**config.mk**
```make
export PLATFORM = sky130hd
export DESIGN_NAME = bitwise_and_64
export DESIGN_NICKNAME = d
export VERILOG_FILES = /design/src/rtl/bitwise_and_64.sv
export SDC_FILE = /design/constraint.sdc
export NUM_CORES = 1
export LEC_CHECK = 0
export CAP_MARGIN = 0
export CORE_AREA = 2 2 99 101
export CTS_CLUSTER_SIZE = 28
export DETAILED_ROUTE_END_ITERATION = 16
export DIE_AREA = 0 0 101 103
export GPL_TIMING_DRIVEN = 0
export PLACE_DENSITY = 0.77
export SLEW_MARGIN = 20
export SYNTH_ARGS = -nofsm -noshare
export SYNTH_HDL_FRONTEND = slang
export SYNTH_SLANG_ARGS = --single-unit
```
**constraint.sdc**
```tcl
create_clock -name clk -period 2.2 [get_ports clk]
set_clock_uncertainty 0.15 [all_clocks]
set_input_delay 0.44 -clock clk [delete_from_list [all_inputs] [get_ports clk]]
set_output_delay 0.44 -clock clk [all_outputs]
set_load 0.1 [all_outputs]
```
**src/rtl/bitwise_and_64.sv**
```systemverilog
// Bitwise AND slice for the ALU AND/ANDI path: combinational result and zero flag,
// plus a registered copy of both for the ALU output stage.
module bitwise_and_64 #(
   parameter int WIDTH = 64
) (
   input  logic             clk,
   input  logic             reset,
   input  logic [WIDTH-1:0] A,
   input  logic [WIDTH-1:0] B,
   output logic [WIDTH-1:0] Y,
   output logic             zero,
   output logic [WIDTH-1:0] Y_q,
   output logic             zero_q
);

   logic [WIDTH-1:0] y_p0;
   logic             zero_p0;
   logic [WIDTH-1:0] y_p1;
   logic             zero_p1;

   // Stage p0: one independent two-input AND cell per bit, no cross-bit paths.
   for (genvar i = 0; i < WIDTH; i++) begin : g_and_cell
      assign y_p0[i] = A[i] & B[i];
   end

   assign zero_p0 = ~|y_p0;
   assign Y       = y_p0;
   assign zero    = zero_p0;

   // Stage p1: output register, loads every cycle; reset wins over data.
   always_ff @(posedge clk) begin
      if (reset) begin
         y_p1    <= '0;
         zero_p1 <= 1'b1;
      end else begin
         y_p1    <= y_p0;
         zero_p1 <= zero_p0;
      end
   end

   assign Y_q    = y_p1;
   assign zero_q = zero_p1;

endmodule

```
==> impl_metrics.json <==
{
  "firstDrtPassIters": 4,
  "grtUsageTotal_pct": 18.6,
  "synthArstFlopShare_pct": 0,
  "worstMarginPinSlew_ps": 1020,
  "end_kind": "output pin",
  "ir_drop_mv": 0.250,
  "dr.first_iter.drc_count": 49,
  "synth_edf_count": 0,
  "hold_depth": 3,
  "worstSetupPathType": "in2out",
  "intPower_w": 0.00236,
  "finalNetCount": 778,
  "hold_path.class": "in2reg",
  "dp.cells": 657,
  "synth_nets": 415,
  "maxCapViolations": 0,
  "max_stage_delay_ps": 350,
  "syn-cell-area_mm2": 0.00223,
  "power_frac_clock_pct": 29.5,
  "avgViaCountPerCell": 4.29,
  "yosys_warnings": 0,
  "arrival_ps": 1690,
  "setup_viol": 1,
  "path_buf_inv": 2,
  "fin_crit_sh_pct": 103,
  "cts_buffers": 9,
  "chipWidth_um": 101,
  "ys_top_cells_by_count": "65 x dfxtp_1, 62 x inv_1, 62 x nor2_1, 50 x nand2_1, 15 x nand4_1",
  "cp_slowest_cell": "nor4_2",
  "fmaxAchievable_mhz": 439,
  "dieArea_mm2": 0.0104,
  "swShare_pct": 38.8,
  "ys_seq_area_share_pct": 58.3,
  "ant_nets": 0,
  "grt_pass1_vias": 3146,
  "antenna-diode-count": 0,
  "synth_most_common_cell": "dfxtp_1",
  "syn_inst": 285,
  "finalNonFillerCells": 766,
  "syn_area_per_cell_um2": 7.84,
  "seqPwrFrac_pct": 32.1,
  "cts_max_path_buffers": 2,
  "postLayoutCoreUtil_pct": 62.8,
  "grt_max_degree": 11,
  "holdCritStartpoint": "A[27]",
  "io_pins": 260,
  "drv_slew": 0,
  "critPathMaxFanout": 2,
  "pwr-share-comb_pct": 38.4,
  "dr_wl_met3_um": 1010,
  "synth.distinct_cells": 15,
  "rows": 36,
  "holdPathEnd": "Y_q[27]$_SDFF_PP0_",
  "fp.dieH_um": 103,
  "critPathLaunch": "A[36]",
  "crit_chain": "clkdlybuf4s15_1 -> nand2_2 -> nand4_1 -> nor4_2 -> and4_4 -> buf_12",
  "syn_to_final_growth_pct": 166,
  "core_area_mm2": 0.00946,
  "clk_pin_slew_ps": 60,
  "antenna_found_initial": 0,
  "place.gp.congestion": 0.850,
  "top_layer": "met4",
  "hold_violations": 0,
  "power.density_mw_per_mm2": 648,
  "ys.flop_type": "dfxtp_1",
  "routed-wl-met2_um": 6290,
  "cts_hold_buf": 0,
  "critPathLaunchType": "input port",
  "dp_hpwl_um": 7690,
  "power.switching_w": 0.00149,
  "wl_per_cell_um": 15.0,
  "grt_setup_unrepaired": "true",
  "drive_gt1_share_pct": 42.0,
  "start_util_pct": 23.6,
  "wirelength_um": 11500,
  "run_status": "complete, but fails checks",
  "synth_top_area_share_pct": 58.3,
  "wl_met1_um": 3960,
  "worst_slack_ps": -75.8,
  "max_slew_margin_pct": 32.4,
  "grt_first_pass_wirelength_um": 14700,
  "synth.area.top_cells": "dfxtp_1 58%, inv_1 10%, nor2_1 10%",
  "leakagePower_nw": 3.83,
  "synth-seq-cells": 65,
  "cts.sinks": 65,
  "cts_tree": "built",
  "crit_family": "simple AND/OR/NAND/NOR gates",
  "vias": 3285,
  "yosys.area.top_type": "dfxtp_1",
  "drc": 0,
  "layout_min_cycle_time_ps": 2280,
  "violations": "negative setup slack",
  "htree_num_levels": 3,
  "overflow": 0,
  "required_ps": 1610,
  "io_buffers": 258,
  "cts-root-buf": "clkbuf_8"
}
[worst min-delay path, cell delays in order]
cell and delay [ps]:
clkbuf_2 80, nand2_2 70, nor2_1 40
[worst max path at each step]
| stage | end | cells after the start |
|---|---|---|
| 2_1_floorplan | zero | 4 |
| 5_1_grt | zero | 6 |
| 4_1_cts | zero | 6 |
| 3_5_place_dp | zero | 6 |
| 3_3_place_gp | zero | 6 |
| 6_report | zero | 6 |
[per-stage QoR]
| step | setup TNS, ps | power [W] | setup WS, ps | hold slack (ps) | instance area [um^2] |
|---|---|---|---|---|---|
| finish | -75.8 | 0.00385 | -75.8 | 213 | 5940 |
| detailed placement | -38240 | 0.00268 | -1450 | 693 | 4960 |
| floorplan | 0 | 0.00219 | 175 | 420 | 2230 |
| global placement | -37750 | 0.00267 | -1440 | 677 | 4960 |
| CTS | -269 | 0.00382 | -269 | 328 | 5530 |
| global route | -168 | 0.00399 | -135 | 202 | 5940 |
[sequential cells by signal, summed over array words and instances, names as in the netlist]
name,cells
Y_q,64
zero_q,1
[cell families after synthesis]
family	after synthesis	synth area share [%]
compound gates	1	0.336
buf+inv	69	11.9
flops	65	58.3
simple gates	150	29.5
[placed cells by master, fill, tap and decap left out]
cell / count
clkdlybuf4s18_2: 7
nor2_1: 61
clkdlybuf4s15_2: 31
clkbuf_1: 3
nor4_4: 2
inv_1: 62
nand2_2: 62
buf_2: 12
a22oi_2: 1
or2_1: 1
buf_4: 94
and4_4: 1
nor2b_1: 2
and2_1: 2
nor4_2: 2
dfxtp_1: 65
bufinv_16: 2
clkbuf_8: 12
nand3_2: 1
buf_6: 2
nor2_2: 1
buf_12: 1
dlymetal6s2s_1: 63
dlygate4sd2_1: 76
clkbuf_2: 43
nand4_1: 15
clkdlybuf4s15_1: 28
[layer usage]
layer  vias up  global-route usage [%]
li1       1559                       -
met4         0                    11.1
met5         -                       0
met1      1512                    17.6
met3        23                    5.83
met2       191                    35.1
[timing repair]
item / in CTS / in global routing
setup buffers: 50 / 44
pin swaps: 52 / 82
setup endpoints to repair: 130 / 51
resized for setup: 359 / 192
[power groups by stage]
stage | clock (W) | sequential [W] | combinational [W]
detailed placement | 0 | 0.00126 | 0.00142
global placement | 0 | 0.00126 | 0.00141
floorplan | 0 | 0.00161 | 0.000576
global route | 0.00123 | 0.00124 | 0.00153
CTS | 0.00118 | 0.00123 | 0.00141
finish | 0.00114 | 0.00123 | 0.00148
[final cells by class]
class,count,area [um^2]
buffer,7,32.5
clock buffer,13,169
clock inverter,2,60.1
fill,767,3520
inverter,62,233
multi-input combinational,151,850
sequential,65,1300
tap,114,143
timing repair buffer,352,3150
Power figures use the tool's default switching activity.
==> variant 1, RTL diff (same flow settings) <==
Put a register stage on the output `zero`, with the module's reset. The value now appears one clock later. The other outputs are not delayed to match. Comments in the files are not updated.
--- a/src/rtl/bitwise_and_64.sv
+++ b/src/rtl/bitwise_and_64.sv
@@ -26,5 +26,11 @@
    assign zero_p0 = ~|y_p0;
    assign Y       = y_p0;
-   assign zero    = zero_p0;
+   always_ff @(posedge clk) begin
+      if (reset) begin
+         zero <= '0;
+      end else begin
+         zero <= zero_p0;
+      end
+   end
 
    // Stage p1: output register, loads every cycle; reset wins over data.
Check against the original RTL: not equivalent (a bounded check fails within 4 cycles, from zero or initial values and one cycle with reset high).
==> variant 1 against the unedited design <==
Routed wire length decreased by 22%. Non-clock buffer count decreased by 94. Sequential cell count increased by 1. Count of clock-buffer cells in the layout decreased by 1. Final cell count decreased by 14%. Total power decreased by 7.9%. Critical path depth decreased by 2. Design area decreased by 18%. Setup slack improved by 0.11 ns. Global-route usage decreased by 2.3 points. Area after synthesis increased by 5.2%. Critical endpoint is now Y[34].
==> variant 1: results (changes against the unedited design) <==
* Status: completed
* Power dissipated by switching net loads at 1410 uW (-5.3%)
* Final routed wirelength across all metal layers at 9040 um (-22%)
* Number of flip-flops in the largest register at 64 (unchanged)
* Startpoint of the most critical setup path: B[34]
* Cell type of the slowest stage on the worst timing path: clkdlybuf4s18_2
* Placed cell count at 642 (-2.3%)
* Synth unique cells at 18 (+3)
* Ranking of synthesized cells by area: dfxtp_1 (56%), and2_1 (15%), inv_1 (5.8%), nand2_1 (5.8%), nor2_1 (5.8%)
* Hold path startpoint: reset
* CTS clk-pin slew, worst paths at 0.07 ns
* Post-Syn Area per Cell at 8.70 um2 (+11%)
* Dpl ws at -0.670 ns (+0.779 ns)
* Largest net degree at the start of global routing at 11 (unchanged)
* Post-detailed-route DRC marker count at 0 (unchanged)
* Classification of the worst-slack hold path: primary input to flip-flop
* Number of vias after detailed routing at 2795 (-15%)
* Crit-path max FO at 3 (+1)
* Number of global-route vias before repair at 2723 (-13%)
* Net Count, Synth at 400 (-3.6%)
* H-tree depth at 3 (unchanged)
* Global-route wire length before repair at 12900 um (-13%)
* Delay contributed by the slowest stage of the critical path at 0.53 ns (+0.18 ns)
* Signal arrival time at the worst endpoint at 1.58 ns (-0.11 ns)
* Number of buffers between clock root and the deepest sink at 2 (unchanged)
* Portion of the post-synthesis area used by sequential elements at 0.563 (-0.0200)
* Worst supply voltage drop on vdd at 0.319 mV (+27%)
* Static Leakage at 0.00261 uW (-32%)
* Worst Tran Pin Value at 1.00 ns (-0.0150 ns)
* Detailed Routing Iterations Pass 1 at 4 (unchanged)
* Fraction of layout cells with a size suffix above 1 at 0.151 (-0.269)
* Root Buffer: clkbuf_8
* YS warnings at 0 (unchanged)
* Drt first-iter violations at 31 (-37%)
* Total routing usage reported by global routing at 0.163 (-0.0229)
* Post-DP HPWL at 7740 um (+0.75%)
* Final instance count without filler cells at 657 (-14%)
* Final net count at 669 (-14%)
* Fraction of registers with async set or reset after synthesis at 0 (unchanged)
* I/O Buffers at 258 (unchanged)
* RD Place Congestion at 0.772 (-9.2%)
* Number of buffers added by the clock tree synthesis step at 9 (unchanged)
* Number of antenna violations at the first check in global routing at 0 (unchanged)
* Commonest cells in the netlist: dfxtp_1 (66), and2_1 (57), inv_1 (36), nand2_1 (36), nor2_1 (36)
* N_diodes at 0 (unchanged)
-- variant 1: cell count changes after synthesis, sizes merged, moves of 2 or more --
cell   before  now
inv        62   37
nand4      15   11
nor2b       2    0
and2        2   58
or4         0    3
nor4        4    1
nand2      62   36
a22oi       1   12
nor2       62   36
-- variant 1: layout make-up --
class / instances / area [um2]
sequential: 66 / 1320
clock inverter: 3 / 40.0
buffer: 7 / 27.5
inverter: 37 / 139
tap: 114 / 143
fill: 960 / 4580
multi-input combinational: 160 / 861
timing repair buffer: 258 / 2200
clock buffer: 12 / 145
-- variant 1: critical path: cells and delay by family --
| family | cells | cell delay (ns) |
|---|---|---|
| buffers and inverters | 3 | 1.05 |
| AND/OR/NAND/NOR | 1 | 0.08 |
-- variant 1: cells by family after synthesis --
kind of cell / synth area share
flops: 0.563
buf+inv: 0.0709
compound gates: 0.0496
simple gates: 0.317
-- variant 1: what timing repair did --
item	CTS	global route
endpoints found under the setup margin	130	40
buffers inserted	0	0
pin swaps	0	0
resized for setup	325	56
gates cloned	0	0
-- variant 1: layer usage --
metal / share of wire / track usage / vias up
li1: - / - / 1384
met1: 0.35 / 0.152 / 1237
met2: 0.53 / 0.328 / 162
met3: 0.10 / 0.0549 / 12
met4: 0.018 / 0.0572 / 0
met5: 0 / 0 / -
-- variant 1: metrics by stage --
| step | instance area [um2] | hold WS, ns | utilization | setup TNS, ns |
|---|---|---|---|---|
| after floorplan | 2350 | 0.440 | - | 0 |
| after global routing | 4880 | 0.294 | 0.516 | 0 |
| after CTS | 5080 | 0.271 | 0.537 | 0 |
| after detailed placement | 5070 | 0.626 | 0.536 | -37.90 |
| final | 4880 | 0.278 | 0.516 | 0 |
| after global placement | 5070 | 0.615 | 0.536 | -37.52 |
-- variant 1: path summary, 6_finish.rpt --
path / endpoint / slack (ns) / cells after the start
worst min-delay path: Y_q[12] / 0.28 / 2
worst max-delay path: Y[34] / 0.03 / 4
-- variant 1: power groups by stage --
stage | logic (uW) | registers, uW | clock network [uW]
after detailed placement | 1420 | 1280 | 0
after global placement | 1410 | 1280 | 0
after floorplan | 578 | 1630 | 0
final | 1330 | 1250 | 964
after global routing | 1380 | 1260 | 1060
after CTS | 1360 | 1250 | 997
==> variant 2, RTL diff (config.mk and constraints unchanged) <==
Without the edit above. `WIDTH`: 64 -> 32.
--- a/src/rtl/bitwise_and_64.sv
+++ b/src/rtl/bitwise_and_64.sv
@@ -2,5 +2,5 @@
 // plus a registered copy of both for the ALU output stage.
 module bitwise_and_64 #(
-   parameter int WIDTH = 64
+   parameter int WIDTH = 32
 ) (
    input  logic             clk,
Ports: changed (resized A, B, Y and Y_q); port bits go from 260 to 132. The function was not compared with the original's and may differ.
==> variant 2 against the unedited design <==
The run still ends with negative setup slack left. Global-route usage decreased by 10 points. Count of clock-buffer cells in the layout fell by 7. Critical path depth stayed put. Combinational power down 54%. Routed wire length fell by 59%. Hold slack improved by 0.021 ns. Total power shrank 55%. Sequential power fell by 49%. First-iteration DRC count decreased by 88%. Design area decreased by 55%. Setup slack better by 0.042 ns. Area after synthesis shrank 50%. Sequential cell count fell by 32. Largest power group unchanged.
==> variant 2: results (changes against the unedited design) <==
* YS warnings at 0 (unchanged)
* Setup Total Neg Slack at -0.0340 ns (+0.0418 ns)
* Commonest cells in the netlist: dfxtp_1 (33), nor2_1 (33), inv_1 (32)
* Number of buffers added by the clock tree synthesis step at 5 (-4)
* Net Count, Synth at 211 (-49%)
* Filler instances at 1033 (+35%)
* Pins Over Slew Limit at 0 (unchanged)
* Worst supply voltage drop on vdd at 0.238 mV (-4.8%)
* Status: complete, but fails checks
* CTS clk-pin slew, worst paths at 0.07 ns
* Portion of the post-synthesis area used by sequential elements at 0.589 (+0.00600)
* I/O Buffers at 130 (-50%)
* Post-DP HPWL at 3920 um (-49%)
* RD Place Congestion at 0.647 (-24%)
* Largest net degree at the start of global routing at 11 (unchanged)
* CTS Hold Buffers Added at 0 (unchanged)
* Static Leakage at 0.00159 uW (-58%)
* H-tree depth at 2 (-1)
* Ranking of synthesized cells by area: dfxtp_1 (59%), nor2_1 (11%), inv_1 (11%), nand2_1 (9.4%), nand4_1 (4.5%)
* Standard cell area after detailed placement at 2620 um2 (-47%)
* Root Buffer: clkbuf_8
* Signal arrival time at the worst endpoint at 1.64 ns (-0.05 ns)
* Drt first-iter violations at 6 (-88%)
* Avg WL per Cell at 11.3 um (-25%)
* Relative slew slack at 0.338 (+0.0145)
* Post-detailed-route DRC marker count at 0 (unchanged)
* Final net count at 369 (-53%)
* Final Worst Setup Slack at -0.0340 ns (+0.0418 ns)
* Setup violators final at 1 (unchanged)
* Classification of the worst-slack hold path: primary input to flip-flop
* Crit-path max FO at 3 (+1)
* Fraction of registers with async set or reset after synthesis at 0 (unchanged)
* Number of antenna violations at the first check in global routing at 0 (unchanged)
* Number of flip-flops in the largest register at 32 (-50%)
* Global-route wire length before repair at 6600 um (-55%)
* Total routing usage reported by global routing at 0.0841 (-0.102)
* Number of buffers between clock root and the deepest sink at 2 (unchanged)
* Count of nets left with antenna violations after detail routing at 0 (unchanged)
* Violations in the final reports: negative setup slack
* Number of global-route vias before repair at 1403 (-55%)
* Detailed Routing Iterations Pass 1 at 2 (-2)
* Via density at 3.50 (-18%)
* Fraction of layout cells with a size suffix above 1 at 0.391 (-0.0288)
* Synth unique cells at 9 (-6)
-- variant 2: logic make-up after synthesis --
logic type	after synthesis	synth area share
compound gates	1	0.00669
buf+inv	36	0.120
flops	33	0.589
simple gates	75	0.284
-- variant 2: final cells by class --
type,count,area [um2],share of cell area
clock inverters,2,10.0,0.00375
multi-input cells,76,435,0.163
inverters,32,120,0.0450
flip-flops and latches,33,661,0.248
plain buffers,4,15.0,0.00563
clock buffers,6,72.6,0.0272
repair buffers,151,1210,0.454
well taps,114,143,0.0534
-- variant 2: layer usage --
layer | up-vias | wire [um] | track usage
met5 | - | 0 | 0
met2 | 73 | 2540 | 0.165
met4 | 0 | 27 | 0.0208
met1 | 646 | 1760 | 0.0826
li1 | 741 | - | -
met3 | 4 | 419 | 0.0325
-- variant 2: metrics by stage --
step           hold WS [ns]  setup WS (ns)  instances  power [uW]
2_1_floorplan         0.399        -0.0238        145        1110
3_3_place_gp          0.643          -1.42        389        1360
3_5_place_dp          0.648          -1.42        389        1360
4_1_cts               0.341         -0.255        406        1770
5_1_grt               0.227        -0.0934        418        1820
6_report              0.234        -0.0340        418        1740
-- variant 2: worst paths after layout --
kind	start	end	slack (ns)	depth (start not counted)
worst min-delay path	B[9]	Y_q[9]	0.23	3
worst max-delay path	A[6]	zero	-0.03	6
-- variant 2: where the power goes --
| group | leakage [uW] | switching (uW) | internal, uW |
|---|---|---|---|
| combinational | 0.00128 | 518 | 157 |
| sequential | 0.000271 | 4.41 | 621 |
| clock | 0.0000450 | 220 | 219 |
-- variant 2: repair_timing --
action                     CTS  global route
pin swaps                   36            36
gates cloned                 0             0
buffers inserted             9            12
resized for setup          188           104
setup endpoints to repair   66            29
-- variant 2: critical path, cell delays in order --
cell and delay [ns]:
clkbuf_2 0.09, nand2_2 0.07, nand4_1 0.13, or4_4 0.58, nor2_4 0.14, buf_12 0.18
